<file path="config.mk">
export PLATFORM = sky130hd
export DESIGN_NAME = upc_loop_event_tracker
export DESIGN_NICKNAME = d
export VERILOG_FILES = /design/src/rtl/upc_loop_event_tracker.sv
export SDC_FILE = /design/constraint.sdc
export NUM_CORES = 1
export LEC_CHECK = 0
export ABC_AREA = 1
export ABC_CLOCK_PERIOD_IN_PS = 5820
export CAP_MARGIN = 25
export CORE_UTILIZATION = 57
export CTS_BUF_LIST = sky130_fd_sc_hd__clkbuf_8
export CTS_CLUSTER_SIZE = 12
export DETAILED_ROUTE_END_ITERATION = 8
export MAX_ROUTING_LAYER = met4
export PLACE_DENSITY = 0.75
export SLEW_MARGIN = 15
export SYNTH_ARGS = -nofsm -noshare
export SYNTH_HDL_FRONTEND = slang
export SYNTH_SLANG_ARGS = --single-unit
</file>
<file path="constraint.sdc">
create_clock -name clock -period 5.82 [get_ports clock]
set_clock_uncertainty 0.15 [all_clocks]
set_input_delay 1.164 -clock clock [delete_from_list [all_inputs] [get_ports clock]]
set_output_delay 1.164 -clock clock [all_outputs]
set_load 0.02 [all_outputs]
</file>
<file path="src/rtl/upc_loop_event_tracker.sv">
// upc_loop_event_tracker
// Watches a pipelined loop FSM plus its start/done handshake and turns each
// active cycle into one timestamped record {flags, start_idx, end_idx, ts}.
// Records are queued in a small FIFO and drained through a valid/ready port.
//
// state | meaning
// ------+-------------------------------------------------------------
// IDLE  | waiting for loop_start; loop_done ignored
// RUN   | loop accepted; S/E counted, loop_done returns to IDLE
// DRAIN | finish seen; no more records, wait for the FIFO to empty
// DONE  | FIFO drained after finish; held until reset
module upc_loop_event_tracker #(
    parameter int STATE_W = 3,
    parameter int TS_W    = 32,
    parameter int IDX_W   = 16,
    parameter int DEPTH   = 8,
    localparam int REC_W  = 4 + 2 * IDX_W + TS_W
) (
    input  logic               clock,
    input  logic               reset,
    input  logic [STATE_W-1:0] cur_state,
    input  logic [STATE_W-1:0] iter_start_state,
    input  logic [STATE_W-1:0] iter_end_state,
    input  logic               iter_start_block,
    input  logic               iter_end_block,
    input  logic               iter_start_enable,
    input  logic               iter_end_enable,
    input  logic               loop_start,
    input  logic               loop_done,
    input  logic               finish,
    output logic               out_valid,
    output logic [REC_W-1:0]   out_data,
    input  logic               out_ready,
    output logic               busy,
    output logic               overflow,
    output logic [15:0]        drop_count,
    output logic               err_underflow,
    output logic               drained
);

    localparam int AW = $clog2(DEPTH);
    localparam int CW = AW + 1;

    typedef enum logic [1:0] {
        IDLE  = 2'd0,
        RUN   = 2'd1,
        DRAIN = 2'd2,
        DONE  = 2'd3
    } state_t;

    state_t state, state_nxt;

    logic [TS_W-1:0]  ts;
    logic [IDX_W-1:0] start_cnt, end_cnt, inflight;

    logic [REC_W-1:0] mem [DEPTH];
    logic [AW-1:0]    rd_ptr, wr_ptr;
    logic [CW-1:0]    count;

    logic             s_hit, e_hit;
    logic             accept, count_en, s_ev, e_ev, done_ev;
    logic [3:0]       flags;
    logic [IDX_W-1:0] start_base, end_base, inflight_base;
    logic [IDX_W-1:0] start_fld, end_fld;
    logic [REC_W-1:0] rec;
    logic             underflow;
    logic             fifo_full, pop, wr_req, wr_acc, drop;

    // FSM state register
    always_ff @(posedge clock) begin
        if (reset) state <= IDLE;
        else       state <= state_nxt;
    end

    // FSM next state; finish wins over loop_start/loop_done, DONE is terminal
    always_comb begin
        state_nxt = state;
        case (state)
            IDLE: begin
                if (finish)          state_nxt = DRAIN;
                else if (loop_start) state_nxt = RUN;
            end
            RUN: begin
                if (finish)         state_nxt = DRAIN;
                else if (loop_done) state_nxt = IDLE;
            end
            // leave as soon as the FIFO is (or is about to be) empty
            DRAIN: begin
                if (count == '0 || (count == CW'(1) && pop)) state_nxt = DONE;
            end
            DONE:    state_nxt = DONE;
            default: state_nxt = IDLE;
        endcase
    end

    // FSM outputs and event qualification
    always_comb begin
        busy     = (state == RUN);
        drained  = (state == DONE);
        s_hit    = (cur_state == iter_start_state) & iter_start_enable & ~iter_start_block;
        e_hit    = (cur_state == iter_end_state) & iter_end_enable & ~iter_end_block;
        accept   = (state == IDLE) & loop_start & ~finish;
        count_en = ((state == RUN) | accept) & ~finish;
        done_ev  = (state == RUN) & loop_done & ~finish;
        s_ev     = s_hit & count_en;
        e_ev     = e_hit & count_en;
        flags    = {done_ev, e_ev, s_ev, accept};
    end

    // record assembly; the acceptance cycle sees freshly cleared counters
    always_comb begin
        start_base    = accept ? '0 : start_cnt;
        end_base      = accept ? '0 : end_cnt;
        inflight_base = accept ? '0 : inflight;
        start_fld     = s_ev ? start_base : '0;
        end_fld       = e_ev ? end_base : '0;
        rec           = {flags, start_fld, end_fld, ts};
        underflow     = e_ev & ~s_ev & (inflight_base == '0);
    end

    // free-running timestamp
    always_ff @(posedge clock) begin
        if (reset) ts <= '0;
        else       ts <= ts + 1'b1;
    end

    // iteration counters; inflight never goes below zero
    always_ff @(posedge clock) begin
        if (reset) begin
            start_cnt <= '0;
            end_cnt   <= '0;
            inflight  <= '0;
        end else if (count_en) begin
            start_cnt <= start_base + IDX_W'(s_ev);
            end_cnt   <= end_base + IDX_W'(e_ev);
            if (s_ev && !e_ev)
                inflight <= inflight_base + 1'b1;
            else if (e_ev && !s_ev && inflight_base != '0)
                inflight <= inflight_base - 1'b1;
            else
                inflight <= inflight_base;
        end
    end

    // FIFO control; a full FIFO still takes a write when it pops that cycle
    always_comb begin
        out_valid = (count != '0);
        fifo_full = (count == CW'(DEPTH));
        pop       = out_valid & out_ready;
        wr_req    = |flags;
        wr_acc    = wr_req & (~fifo_full | pop);
        drop      = wr_req & fifo_full & ~pop;
        out_data  = out_valid ? mem[rd_ptr] : '0;
    end

    // FIFO storage; contents are qualified by count, so no reset needed
    always_ff @(posedge clock) begin
        if (wr_acc) mem[wr_ptr] <= rec;
    end

    // FIFO pointers and occupancy
    always_ff @(posedge clock) begin
        if (reset) begin
            rd_ptr <= '0;
            wr_ptr <= '0;
            count  <= '0;
        end else begin
            if (wr_acc) wr_ptr <= wr_ptr + 1'b1;
            if (pop)    rd_ptr <= rd_ptr + 1'b1;
            if (wr_acc && !pop)      count <= count + CW'(1);
            else if (pop && !wr_acc) count <= count - CW'(1);
        end
    end

    // sticky status and saturating drop counter
    always_ff @(posedge clock) begin
        if (reset) begin
            overflow      <= 1'b0;
            drop_count    <= '0;
            err_underflow <= 1'b0;
        end else begin
            if (drop) begin
                overflow <= 1'b1;
                if (drop_count != 16'hFFFF) drop_count <= drop_count + 1'b1;
            end
            if (underflow) err_underflow <= 1'b1;
        end
    end

endmodule
</file>
# Word level (Yosys, flattened, before mapping)
# Memories as Yosys holds them, arrays and structs flattened. A register that Yosys moved wholly into a read port is not among the register bits.
# Index checks and enable logic that the tools add are counted.
# word_totals
reg_bits,110
ramBits,544
inputBits,19
out_inout_bits,89
elab_cells,98
mem_count,1
# op_classes
n_addsub,10
n_eq_ne,11
n_mux,20
n_bitwise,25
n_reduce_logical,20
# memory_table
name,words,word_bits,read_ports,rd_ports_with_merged_regs,wr,line,rtl
mem,8,68,1,1,1,56,logic [REC_W-1:0] mem [DEPTH];
# op_table
op,count
16-bit 2-to-1 mux,7
68-bit 2-to-1 mux,1
16-bit by 1-bit adder with 16-bit output,2
"16-bit by 1-bit adder with 16-bit output, second input constant",2
"32-bit by 1-bit adder with 32-bit output, second input constant",1
1-bit AND,17
16-bit logical NOT,1
"16-bit != test, second input constant",1
16-bit nonzero test,1
"16-bit by 1-bit subtractor with 16-bit output, second input constant",1
2-bit 2-to-1 mux,5
4-bit 2-to-1 mux,2
2-bit one-hot mux with 4 select lines,1
"3-bit by 1-bit adder with 3-bit output, second input constant",2
3-bit equality test,2
1-bit logical AND,6
3-bit 2-to-1 mux,2
"3-bit != test, second input constant",2
1-bit NOT,6
"4-bit by 1-bit adder with 4-bit output, second input constant",1
"2-bit equality test, second input constant",2
"4-bit by 1-bit equality test with 1-bit output, second input constant",1
"4-bit equality test, second input constant",1
1-bit logical NOT,4
13 further kinds,15

# Logic depth before layout (Yosys ltp)
# depth
depth_word,12
mapped_depth,18
ltp_nobuf,17

# Worst setup path before layout
# Ideal clock, no wire load.
# synth_path
path_type,in2reg
start,input loop_done
end,"memory mem[0][0] (netlist name), enable pin"
setup_ns,0.494
arrival_time_ns,4.977
t_required_ns,5.176
path_slack_ns,0.199
path_stages,8
path_buffers,0
cell_sequence,nand2_1 nor3_1 nor2_1 nand3_1 nand2_1 inv_1 nand2_1 nor2_1
# synth_between
elab_chain_cells,6
# synth_lines
item,line,rtl
from (decl),29,"input logic loop_done,"
1-bit AND (2 in series),104,done_ev = (state == RUN) & loop_done & ~finish;
named net done_ev,61,"logic accept, count_en, s_ev, e_ev, done_ev;"
4-bit OR reduction,150,wr_req = |flags;
1-bit AND,151,wr_acc = wr_req & (~fifo_full | pop);
named net wr_acc,67,"logic fifo_full, pop, wr_req, wr_acc, drop;"
1-bit 2-to-1 mux,158,if (wr_acc) mem[wr_ptr] <= rec;
1-bit 2-to-1 mux (implied by the code),158,
to (decl),56,
# The timed path passes the listed nets, and every way through them passes these cells.

==> flow_summary.yaml <==
route:
  drt-total-wl_mm: 65.3
  ant_nets: 0
  dr_total_vias: 20100
  drc: 0
  drt-initial-drc-count: 2145
  routedWlPerCell_um: 19.1
  firstDrtPassIters: 5
  viasPerCell: 5.87
sta:
  relSlewSlack: 0.322
  fin_crit_ns: 5.30
  max_freq_mhz: 189
  slew_violations: 0
  worstMarginPinSlew_ns: 1.02
  timing.hold.ws_ns: 0.306
  period_share: 0.910
  setup_violations: 0
  rsz0062_at_grt: "false"
  finalHoldViolations: 0
  setup_tns_ns: 0
final_layout:
  drive_gt1_frac: 0.0809
  diodes: 0
  nets: 2759
  area_growth_pct: 13.2
  n_fill_cell: 3534
setup_path:
  crit_path_cell_trace: "buf_4, o21ai_0, o22ai_1, o21ai_0, a31oi_1, clkdlybuf4s50_1"
  slowest_delay_ns: 0.84
  crit_buf_inv: 2
  reg2regPathDepth: 11
  end_kind: "output port"
  required_ns: 4.51
  crit_slowest_cell: "buf_4"
  crit_cells: 6
  crit_arrival_ns: 3.98
  cp_max_fo: 81
  crit_path_start_kind: "flop"
  crit_family: "buffers and inverters"
  critPathKind: "reg -> out"
  crit_top_cell: "o21ai_0"
synthesis:
  synth_top_family_by_area: "simple AND/OR/NAND/NOR gates"
  synth_area_mm2: 0.0278
  synth-simple-area-share: 0.155
  yosys-mux-area-fraction: 0
  synthCells: 2622
  synthAdderAreaFrac: 0.00720
  synth.avg_cell_area_um2: 10.6
  ys_seq_area_frac: 0.669
  synth_compound_gate_area_share: 0.122
  ys_ff_latch: 657
  synth_fp_nets: 2657
  ys_warn_count: 0
  ys_types: 45
  synthXorXnorAreaFrac: 0.00756
clock_network:
  cts_setup_buffers: 0
  cts_inserted_buffers: 101
  cts.sinks: 657
  cts_tree: "yes"
  ctsResizeCount: 0
  cts-root-buf: "clkbuf_8"
  cts.clk_slew.worst_paths_ns: 0.06
  hold_buffers: 0
  clkLatencyLatePin_ns: 0.67
  ctsHtreeMaxLevel: 3
  clockBufferDepth: 3
grt:
  grt_max_degree: 273
  grt_pass1_vias: 19300
  grt-ovfl-total: 0
  grt_usage: 0.271
  antenna_found_initial: 0
  grt_pass1_wl_mm: 102
floorplanning:
  design.die.area_mm2: 0.0497
  die_w_um: 223
  fp-row-count: 80
  start_util: 0.580
  dieHeight_um: 223
  core_area_mm2: 0.0479
  ios: 108
placed_design:
  finalWeightedCongestion: 0.905
  dp_hpwl_mm: 35.3
  io_buffers: 107
min_path:
  hold_depth: 2
  hold_class: "reg -> reg"
power:
  leakagePower_nw: 10.9
  swShare: 0.335
  ir_worst_vdd_mv: 0.247
  pwr-share-seq: 0.411
  pwr-share-clk: 0.290
  internal_power_mw: 8.54
  comb_power_share: 0.299
  p_per_area_mw_per_mm2: 407
  power_switching_mw: 4.30
run_status:
  status: "finished, final reports clean"
run:
  cap_violations: 0
==> state kept, by name, summed over array words and instances (netlist names), named ones only <==
register / count
start_cnt: 16
err_underflow: 1
ts: 32
end_cnt: 16
rd_ptr: 3
wr_ptr: 3
drop_count: 16
inflight: 16
state: 2
count: 4
overflow: 1
mem: 544
==> stage by stage <==
| step | util | std cells | cell area [µm²] | setup slack, ns | power, mW |
|---|---|---|---|---|---|
| 2_1_floorplan | - | 2622 | 27800 | 0.199 | 7.63 |
| 3_3_place_gp | 0.615 | 3234 | 29500 | 1.31 | 9.09 |
| 3_5_place_dp | 0.615 | 3235 | 29500 | 1.18 | 9.17 |
| 4_1_cts | 0.656 | 3420 | 31500 | 0.534 | 12.9 |
| 5_1_grt | 0.657 | 3421 | 31500 | 0.369 | 13.4 |
| 6_report | 0.657 | 3421 | 31500 | 0.523 | 12.8 |
==> routing by layer <==
metal,vias up,track usage,wire (µm)
li1,9472,-,-
met1,9612,0.360,27200
met2,869,0.425,31000
met3,133,0.0423,5340
met4,0,0.103,1710
met5,-,-,0
==> logic make-up after synthesis <==
group / Yosys count
AO/OA/AOI/OAI: 629
XOR/XNOR: 24
adder cells (fa/ha/maj): 16
buffers and inverters: 273
flip-flops: 657
AND/OR/NAND/NOR: 1023
==> cell type report <==
cell class / count / area (µm²) / share of cell area
Clock buffer: 111 / 1530 / 0.0485
Multi-Input combinational cell: 1692 / 8170 / 0.259
Timing Repair Buffer: 139 / 1470 / 0.0467
Tap cell: 615 / 769 / 0.0244
Clock inverter: 74 / 447 / 0.0142
Sequential cell: 657 / 18600 / 0.591
Inverter: 133 / 509 / 0.0162
==> path summary, 6_finish.rpt <==
| path | to | start | slack (ns) |
|---|---|---|---|
| setup / recovery | out_data[34] | flop | 0.52 |
| hold / removal | end_cnt[0] | end_cnt[0] | 0.31 |
| setup reg to reg | mem[0][51] | count[0] | 1.89 |
| hold reg to reg | end_cnt[0] | end_cnt[0] | 0.31 |
==> worst reg2reg max path, cell delays in order (launching register included) <==
cell and delay, ns:
dfxtp_1 0.41, inv_1 0.12, ha_1 0.24, nand2_2 0.62
buf_12 0.34, nand2_1 0.18, nand4_1 0.12, nand2_1 0.12
inv_1 0.13, nand2_1 0.25, nor2_4 0.17, buf_4 0.66
==> power groups by stage <==
stage	Combinational, mW	Clock, mW	Sequential (mW)
4_1_cts	3.83	3.78	5.28
5_1_grt	4.18	3.96	5.29
3_3_place_gp	3.72	0	5.37
2_1_floorplan	2.32	0	5.32
3_5_place_dp	3.79	0	5.37
6_report	3.84	3.72	5.27
==> layout by cell type (no fill, tap or decap), types with 6 or more instances in the layout <==
master             n
o22ai_1           68
nor2_1           571
clkinv_2          10
o21ai_0          387
o21a_1             6
nand4_1           29
a31oi_1           74
nand3_1           77
buf_4             20
clkbuf_8         111
nand2_1          248
a21oi_1           75
nor2_2             9
dfxtp_1          111
nand2_2           12
ha_1              16
nor3_1            38
xor2_1            14
clkinv_1          14
inv_1            166
edfxtp_1         544
nor2_4            11
o21ai_2            6
xnor2_1           10
buf_12            10
clkdlybuf4s50_1  106
==> cells in the mapped netlist, drive strengths merged <==
cell | n | area, µm²
dfxtp | 113 | 2260
inv | 133 | 499
o21a | 6 | 45.0
o22ai | 68 | 425
o211ai | 1 | 7.51
nand3 | 79 | 420
a21oi | 75 | 375
o21ai | 399 | 2030
a211oi | 3 | 22.5
nand3b | 2 | 15.0
and3 | 1 | 6.26
a31oi | 74 | 463
nor4 | 2 | 12.5
nand2 | 265 | 1060
nor2b | 1 | 6.26
clkbuf | 111 | 417
xor2 | 14 | 123
nor3b | 3 | 22.5
nand4 | 30 | 194
nor3 | 43 | 265
and2 | 3 | 18.8
or2 | 3 | 18.8
edfxtp | 544 | 16300
buf | 29 | 195
ha | 16 | 200
o21bai | 1 | 7.51
nor2 | 591 | 2260
a311oi | 2 | 17.5
xnor2 | 10 | 87.6
Power figures use the tool's default switching activity.
